--- config.mk ---
export PLATFORM = sky130hd
export DESIGN_NAME = dmem_arbiter
export DESIGN_NICKNAME = d
export VERILOG_FILES = /design/src/rtl/dmem_arbiter.sv
export SDC_FILE = /design/constraint.sdc
export NUM_CORES = 1
export LEC_CHECK = 0
export BUFFER_PORTS_ARGS = -buffer_cell sky130_fd_sc_hd__buf_2
export CAP_MARGIN = 20
export CORE_MARGIN = 10
export CORE_UTILIZATION = 48
export CTS_CLUSTER_SIZE = 16
export DETAILED_ROUTE_END_ITERATION = 6
export PLACE_DENSITY_LB_ADDON = 0.12
export SYNTH_ARGS = -nofsm -noshare
export SYNTH_HDL_FRONTEND = slang
export SYNTH_SLANG_ARGS = --single-unit
export TNS_END_PERCENT = 20
--- constraint.sdc ---
create_clock -name clk -period 2.6 [get_ports clk]
set_input_delay 0.13 -clock clk [delete_from_list [all_inputs] [get_ports clk]]
set_output_delay 0.13 -clock clk [all_outputs]
set_load 0.01 [all_outputs]
--- src/rtl/dmem_arbiter.sv ---
// Round-robin two-port front end for a byte-wide registered data memory (optional DMEM_ARBITER_ALIGN_CHK_EN).
// Latency: write 2 cycles, byte read 3, word read 4, misaligned word (when checked) 1; accept to rvalid.
// Backpressure: pN_ready is offered only in IDLE to the arbitration winner; a request holds until accepted.
module dmem_arbiter #(
  parameter int ADDR_LEN = 16
) (
  input  logic                clk,
  input  logic                rst_n,
  input  logic                p0_valid,
  output logic                p0_ready,
  input  logic                p0_we,
  input  logic                p0_size,
  input  logic [ADDR_LEN-1:0] p0_addr,
  input  logic [15:0]         p0_wdata,
  output logic                p0_rvalid,
  input  logic                p1_valid,
  output logic                p1_ready,
  input  logic                p1_we,
  input  logic                p1_size,
  input  logic [ADDR_LEN-1:0] p1_addr,
  input  logic [15:0]         p1_wdata,
  output logic                p1_rvalid,
  output logic [15:0]         rdata,
  output logic                resp_err,
  output logic [ADDR_LEN-1:0] mem_addr,
  output logic [15:0]         mem_in,
  output logic                mem_mov_sz,
  output logic                mem_we,
  input  logic [15:0]         mem_out
);

  typedef enum logic [2:0] {
    IDLE,
    ADDR_LO,
    ADDR_HI,
    CAPTURE,
    WRITE,
    RESP
  } state_t;

  typedef struct packed {
    logic                port;
    logic                we;
    logic                size;
    logic [ADDR_LEN-1:0] addr;
    logic [15:0]         wdata;
  } req_t;

  state_t state;
  req_t   req;
  req_t   sel_req;
  logic   last_grant;
  logic   grant_port;
  logic   any_valid;
  logic   accept;
  logic   misaligned;
  logic [7:0] lo;
  logic   mem_out_unused;

  // The memory is byte wide; the upper half of its read port carries nothing useful.
  assign mem_out_unused = ^mem_out[15:8];

  assign any_valid  = p0_valid | p1_valid;
  assign grant_port = (p0_valid && p1_valid) ? ~last_grant : ~p0_valid;
  assign accept     = (state == IDLE) && any_valid;
  assign p0_ready   = accept && !grant_port;
  assign p1_ready   = accept && grant_port;

  always_comb begin
    sel_req      = '0;
    sel_req.port = grant_port;
    if (grant_port) begin
      sel_req.we    = p1_we;
      sel_req.size  = p1_size;
      sel_req.addr  = p1_addr;
      sel_req.wdata = p1_wdata;
    end else begin
      sel_req.we    = p0_we;
      sel_req.size  = p0_size;
      sel_req.addr  = p0_addr;
      sel_req.wdata = p0_wdata;
    end
  end

`ifdef DMEM_ARBITER_ALIGN_CHK_EN
  logic err_q;
  assign misaligned = sel_req.size & sel_req.addr[0];
  assign resp_err   = (state == RESP) && err_q;
`else
  assign misaligned = 1'b0;
  assign resp_err   = 1'b0;
`endif

  // Memory-side outputs come straight from the latched request; only ADDR_HI offsets the address.
  assign mem_addr   = req.addr + {{(ADDR_LEN-1){1'b0}}, (state == ADDR_HI)};
  assign mem_in     = req.wdata;
  assign mem_mov_sz = req.size;
  assign mem_we     = (state == WRITE);
  assign p0_rvalid  = (state == RESP) && !req.port;
  assign p1_rvalid  = (state == RESP) && req.port;

  always_ff @(posedge clk or negedge rst_n) begin
    if (!rst_n) begin
      state      <= IDLE;
      req        <= '0;
      last_grant <= 1'b1;
      lo         <= 8'h00;
      rdata      <= 16'h0000;
`ifdef DMEM_ARBITER_ALIGN_CHK_EN
      err_q      <= 1'b0;
`endif
    end else begin
      case (state)
        IDLE: begin
          if (accept) begin
            req        <= sel_req;
            last_grant <= grant_port;
`ifdef DMEM_ARBITER_ALIGN_CHK_EN
            err_q      <= misaligned;
`endif
            if (misaligned) begin
              rdata <= 16'h0000;
              state <= RESP;
            end else if (sel_req.we) begin
              state <= WRITE;
            end else begin
              state <= ADDR_LO;
            end
          end
        end
        ADDR_LO: state <= req.size ? ADDR_HI : CAPTURE;
        ADDR_HI: begin
          lo    <= mem_out[7:0];
          state <= CAPTURE;
        end
        // Read data is assembled here so rdata is stable for the whole RESP cycle.
        CAPTURE: begin
          rdata <= req.size ? {mem_out[7:0], lo} : {8'h00, mem_out[7:0]};
          state <= RESP;
        end
        WRITE:   state <= RESP;
        RESP:    state <= IDLE;
        default: state <= IDLE;
      endcase
    end
  end

endmodule

==> report_table.html <==
<table>
<tr><th>Metric</th><th>Value</th></tr>
<tr><th colspan="2">Timing</th></tr>
<tr><td>Transition time at the pin with the least slew margin</td><td>0.912 ns</td></tr>
<tr><td>Worst Hold Margin</td><td>0.0203 ns</td></tr>
<tr><td>Worst relative slew slack</td><td>0.390</td></tr>
<tr><td>Part of the cycle the worst path needs</td><td>0.934</td></tr>
<tr><td>RSZ-0062 raised after global routing</td><td>true</td></tr>
<tr><td>Final critical path time including I/O delays and setup</td><td>2.43 ns</td></tr>
<tr><td>Final setup viols</td><td>0</td></tr>
<tr><td>Fmax</td><td>412 MHz</td></tr>
<tr><td>Count of pins over their slew limit</td><td>0</td></tr>
<tr><td>Hold Fails Final Rpt</td><td>0</td></tr>
<tr><td>Setup clock skew after layout</td><td>0.00730 ns</td></tr>
<tr><th colspan="2">Final layout</th></tr>
<tr><td>Total area of multi-input combinational cells</td><td>1300 um2</td></tr>
<tr><td>Final cell area excluding filler cells</td><td>4070 um2</td></tr>
<tr><td>Total area of sequential cells</td><td>1550 um2</td></tr>
<tr><td>Area growth from synthesis to layout</td><td>24.2%</td></tr>
<tr><td>Share of cells above drive strength 1</td><td>0.367</td></tr>
<tr><td>Fillers</td><td>592</td></tr>
<tr><td>Count of nets after finishing</td><td>530</td></tr>
<tr><td>Final antenna diode count</td><td>0</td></tr>
<tr><th colspan="2">Detailed routing</th></tr>
<tr><td>DRC violation count after routing</td><td>0</td></tr>
<tr><td>Routed len/inst</td><td>17.0 um</td></tr>
<tr><td>Detailed Routing Iterations Pass 1</td><td>4</td></tr>
<tr><td>Overall via count from detail_route</td><td>2748</td></tr>
<tr><td>Vias per inst</td><td>5.24</td></tr>
<tr><td>Antenna-violating nets left</td><td>0</td></tr>
<tr><td>Total routed wirelength</td><td>8920 um</td></tr>
<tr><td>Number of violations reported at the end of detailed-routing iteration 0</td><td>90</td></tr>
<tr><th colspan="2">Die</th></tr>
<tr><td>Total I/O pin count</td><td>143</td></tr>
<tr><td>Starting density of the core</td><td>0.488</td></tr>
<tr><td>Number of placement rows</td><td>30</td></tr>
<tr><td>Vertical die dimension</td><td>103 um</td></tr>
<tr><td>Overall die width</td><td>103 um</td></tr>
<tr><td>Full die area</td><td>10500 um2</td></tr>
<tr><td>Core box area</td><td>6720 um2</td></tr>
<tr><th colspan="2">Clock tree</th></tr>
<tr><td>Clock buffers created by TritonCTS</td><td>9</td></tr>
<tr><td>Deepest clock path buffer count</td><td>2</td></tr>
<tr><td>TritonCTS clock tree</td><td>yes</td></tr>
<tr><td>Clock latency of the later-clocked register in the worst-skew pair</td><td>0.34 ns</td></tr>
<tr><td>Sinks on the clock net</td><td>62</td></tr>
<tr><td>Clock transition at path regs</td><td>0.07 ns</td></tr>
<tr><td>Root cell of the clock tree</td><td>sky130_fd_sc_hd__clkbuf_8</td></tr>
<tr><td>Number of H-tree levels</td><td>3</td></tr>
<tr><th colspan="2">Global route</th></tr>
<tr><td>Initial antenna violation count</td><td>0</td></tr>
<tr><td>First-pass GRT wire length</td><td>13800 um</td></tr>
<tr><td>Number of global-route vias before repair</td><td>2717</td></tr>
<tr><td>Total GRT Usage</td><td>0.167</td></tr>
<tr><td>Aggregate global routing overflow</td><td>0</td></tr>
<tr><td>Largest net degree at the start of global routing</td><td>38</td></tr>
<tr><th colspan="2">Synth</th></tr>
<tr><td>Synth Area per Inst</td><td>9.99 um2</td></tr>
<tr><td>Synthesized-area fraction occupied by ao, oa, aoi and oai cells</td><td>0.151</td></tr>
<tr><td>Syn_nets</td><td>419</td></tr>
<tr><td>Number of distinct library cells after synthesis</td><td>35</td></tr>
<tr><td>Sequential share of the synthesized area</td><td>0.474</td></tr>
<tr><td>Adder and majority cell fraction of the synthesized area</td><td>0.0115</td></tr>
<tr><td>Share of synthesized cell area in and, or, nand and nor gates</td><td>0.141</td></tr>
<tr><td>Yosys warnings</td><td>0</td></tr>
<tr><td>Multiplexer share of the synthesized area</td><td>0.0519</td></tr>
<tr><td>Largest family of logic cells by synthesized area</td><td>compound AO/OA/AOI/OAI gates</td></tr>
<tr><td>Post-synthesis share of cell area spent on xor and xnor gates</td><td>0.0401</td></tr>
<tr><td>Area of the mapped netlist</td><td>3280 um2</td></tr>
<tr><td>Top_reg_cell synth</td><td>sky130_fd_sc_hd__dfrtp_1</td></tr>
<tr><td>Total of flip-flops plus latches after synthesis</td><td>62</td></tr>
<tr><td>Share of synthesized registers carrying an async set or reset</td><td>1.00</td></tr>
<tr><td>Count of flip-flops with a built-in enable after synthesis</td><td>0</td></tr>
<tr><td>Number of standard cells after synthesis</td><td>328</td></tr>
<tr><th colspan="2">Worst setup path</th></tr>
<tr><td>Nature of the critical path startpoint</td><td>flip-flop</td></tr>
<tr><td>Cell breakdown of the critical path</td><td>nand2b_1 -&gt; nor2_2 -&gt; ha_1 -&gt; ha_1 -&gt; nand2_1 -&gt; nor4_1 -&gt; xor2_1 -&gt; buf_2</td></tr>
<tr><td>Worst Setup Path Type</td><td>flip-flop to primary output</td></tr>
<tr><td>Maximum cell stage delay along the critical path</td><td>0.44 ns</td></tr>
<tr><td>Critical path fanouts, max</td><td>7</td></tr>
<tr><td>Slowest CP cell</td><td>sky130_fd_sc_hd__dfrtp_1</td></tr>
<tr><td>Critical path data arrival time</td><td>2.30 ns</td></tr>
<tr><td>Crit. Startpoint</td><td>state[2]$_DFFE_PN0P_</td></tr>
<tr><td>Most frequent cell on the critical path</td><td>sky130_fd_sc_hd__ha_1</td></tr>
<tr><td>Endpoint type of the worst setup path</td><td>primary output</td></tr>
<tr><td>Reg-to-reg startpoint</td><td>state[0]$_DFFE_PN0P_</td></tr>
<tr><td>Critical path buffers and inverters</td><td>1</td></tr>
<tr><td>Required time at the worst-slack endpoint</td><td>2.47 ns</td></tr>
<tr><td>Gate family responsible for the most delay along the worst path</td><td>simple AND/OR/NAND/NOR gates</td></tr>
<tr><th colspan="2">Power and ir drop</th></tr>
<tr><td>Leakage power summed over all cells</td><td>2.12 nW</td></tr>
<tr><td>Power density over the cells</td><td>1150 nW/um2</td></tr>
<tr><td>Power Total</td><td>4.67 mW</td></tr>
<tr><td>Worst-case vdd ir drop</td><td>0.000502 V</td></tr>
<tr><th colspan="2">Place</th></tr>
<tr><td>Routability cong.</td><td>0.877</td></tr>
<tr><td>Post-detail-place hpwl</td><td>6570 um</td></tr>
<tr><td>Buffers on Ports</td><td>133</td></tr>
<tr><td>Placed standard-cell area</td><td>3820 um2</td></tr>
<tr><th colspan="2">Outcome</th></tr>
<tr><td>Result of the run</td><td>complete, no violations</td></tr>
<tr><th colspan="2">Min path</th></tr>
<tr><td>Launch point of the worst hold path</td><td>p0_wdata[9]</td></tr>
<tr><td>Type of the most critical hold path</td><td>input pin to flip-flop</td></tr>
<tr><th colspan="2">Run</th></tr>
<tr><td>MaxCap Viol Count</td><td>0</td></tr>
</table>
==> flip-flops by register name, indices dropped and copies added, names as in the netlist <==
| register | count |
|---|---|
| req | 17 |
| mem_in | 16 |
| rdata | 16 |
| lo | 8 |
| state | 3 |
| last_grant | 1 |
| mem_mov_sz | 1 |
==> through the flow <==
step,TNS (ns),std cells,setup slack [ns],utilization
5_1_grt,-0.0469,524,-0.0251,0.606
2_1_floorplan,0,328,0.365,-
3_3_place_gp,0,507,0.468,0.569
3_5_place_dp,0,507,0.419,0.569
6_report,0,524,0.171,0.606
4_1_cts,0,524,0.0417,0.605
==> final timing paths <==
kind / endpoint / slack [ns] / depth (start not counted)
setup / recovery: mem_addr[12] / 0.17 / 8
hold / removal: mem_in[9]$_DFFE_PN0P_ / 0.02 / 2
setup reg to reg: req[25]$_DFFE_PN0P_ / 0.48 / 3
hold reg to reg: rdata[14]$_DFFE_PN0N_ / 0.48 / 2
max in group asynchronous: last_grant$_DFFE_PN1P_ / 1.32 / 3
min in group asynchronous: rdata[4]$_DFFE_PN0N_ / 0.40 / 2
==> synth_stat cells, drive strengths merged (6+ instances only) <==
master / instances / area (um2)
dfrtp: 61 / 1530
inv: 39 / 146
nor3: 38 / 201
a221o: 33 / 330
nand2: 29 / 109
buf: 28 / 233
o21ai: 17 / 85.1
clkbuf: 12 / 45.0
xor2: 9 / 78.8
mux2: 8 / 90.1
mux2i: 8 / 80.1
nor2: 7 / 26.3
nand3: 6 / 30.0
nor4: 6 / 37.5
xnor2: 6 / 52.6
==> power by group <==
group          internal (mW)  switching, mW
clock network          0.618          0.370
registers               1.42          0.387
logic                  0.891          0.982
==> area by class of cell <==
class                      count  area share
tap                           80      0.0246
multi-input combinational    187       0.320
sequential                    62       0.382
clock inverter                 3      0.0160
clock buffer                  13      0.0415
inverter                      39      0.0360
timing repair buffer         140       0.180
==> cells in the final DEF (no fill, tap or decap), types with 2 or more instances in the layout <==
master                        n
sky130_fd_sc_hd__buf_4        5
sky130_fd_sc_hd__bufinv_16    2
sky130_fd_sc_hd__mux2_1       7
sky130_fd_sc_hd__ha_1         3
sky130_fd_sc_hd__xnor2_1      6
sky130_fd_sc_hd__xor2_1       9
sky130_fd_sc_hd__inv_1       39
sky130_fd_sc_hd__a21o_1       2
sky130_fd_sc_hd__nand2_1     29
sky130_fd_sc_hd__clkbuf_8    12
sky130_fd_sc_hd__nand4_1      3
sky130_fd_sc_hd__o21ai_0     17
sky130_fd_sc_hd__nand3_1      6
sky130_fd_sc_hd__mux2i_1      8
sky130_fd_sc_hd__buf_2      133
sky130_fd_sc_hd__nor2_1       6
sky130_fd_sc_hd__a221o_1     33
sky130_fd_sc_hd__nor3_1      37
sky130_fd_sc_hd__dfrtp_1     60
sky130_fd_sc_hd__nor4_1       6
==> cell families after synthesis <==
group	count (synthesis)
mux	16
buf+inv	79
compound gates	58
simple gates	94
flops	62
xor+xnor	15
other cells	1
fa+ha+maj	3
==> metal layers <==
metal  vias up  global-route usage  wire length, um
li1       1357                   -                -
met3         9              0.0543              750
met2       103               0.256             4230
met4         0              0.0510               96
met1      1279               0.219             3840
met5         -                   0                0
==> timing repair <==
action                     in CTS  in global routing
hold endpoints to repair       30                  0
hold buffers                    1                  0
buffers inserted                0                  0
gates resized for setup         0                  2
setup endpoints to repair       0                  4
Power figures use the tool's default switching activity.
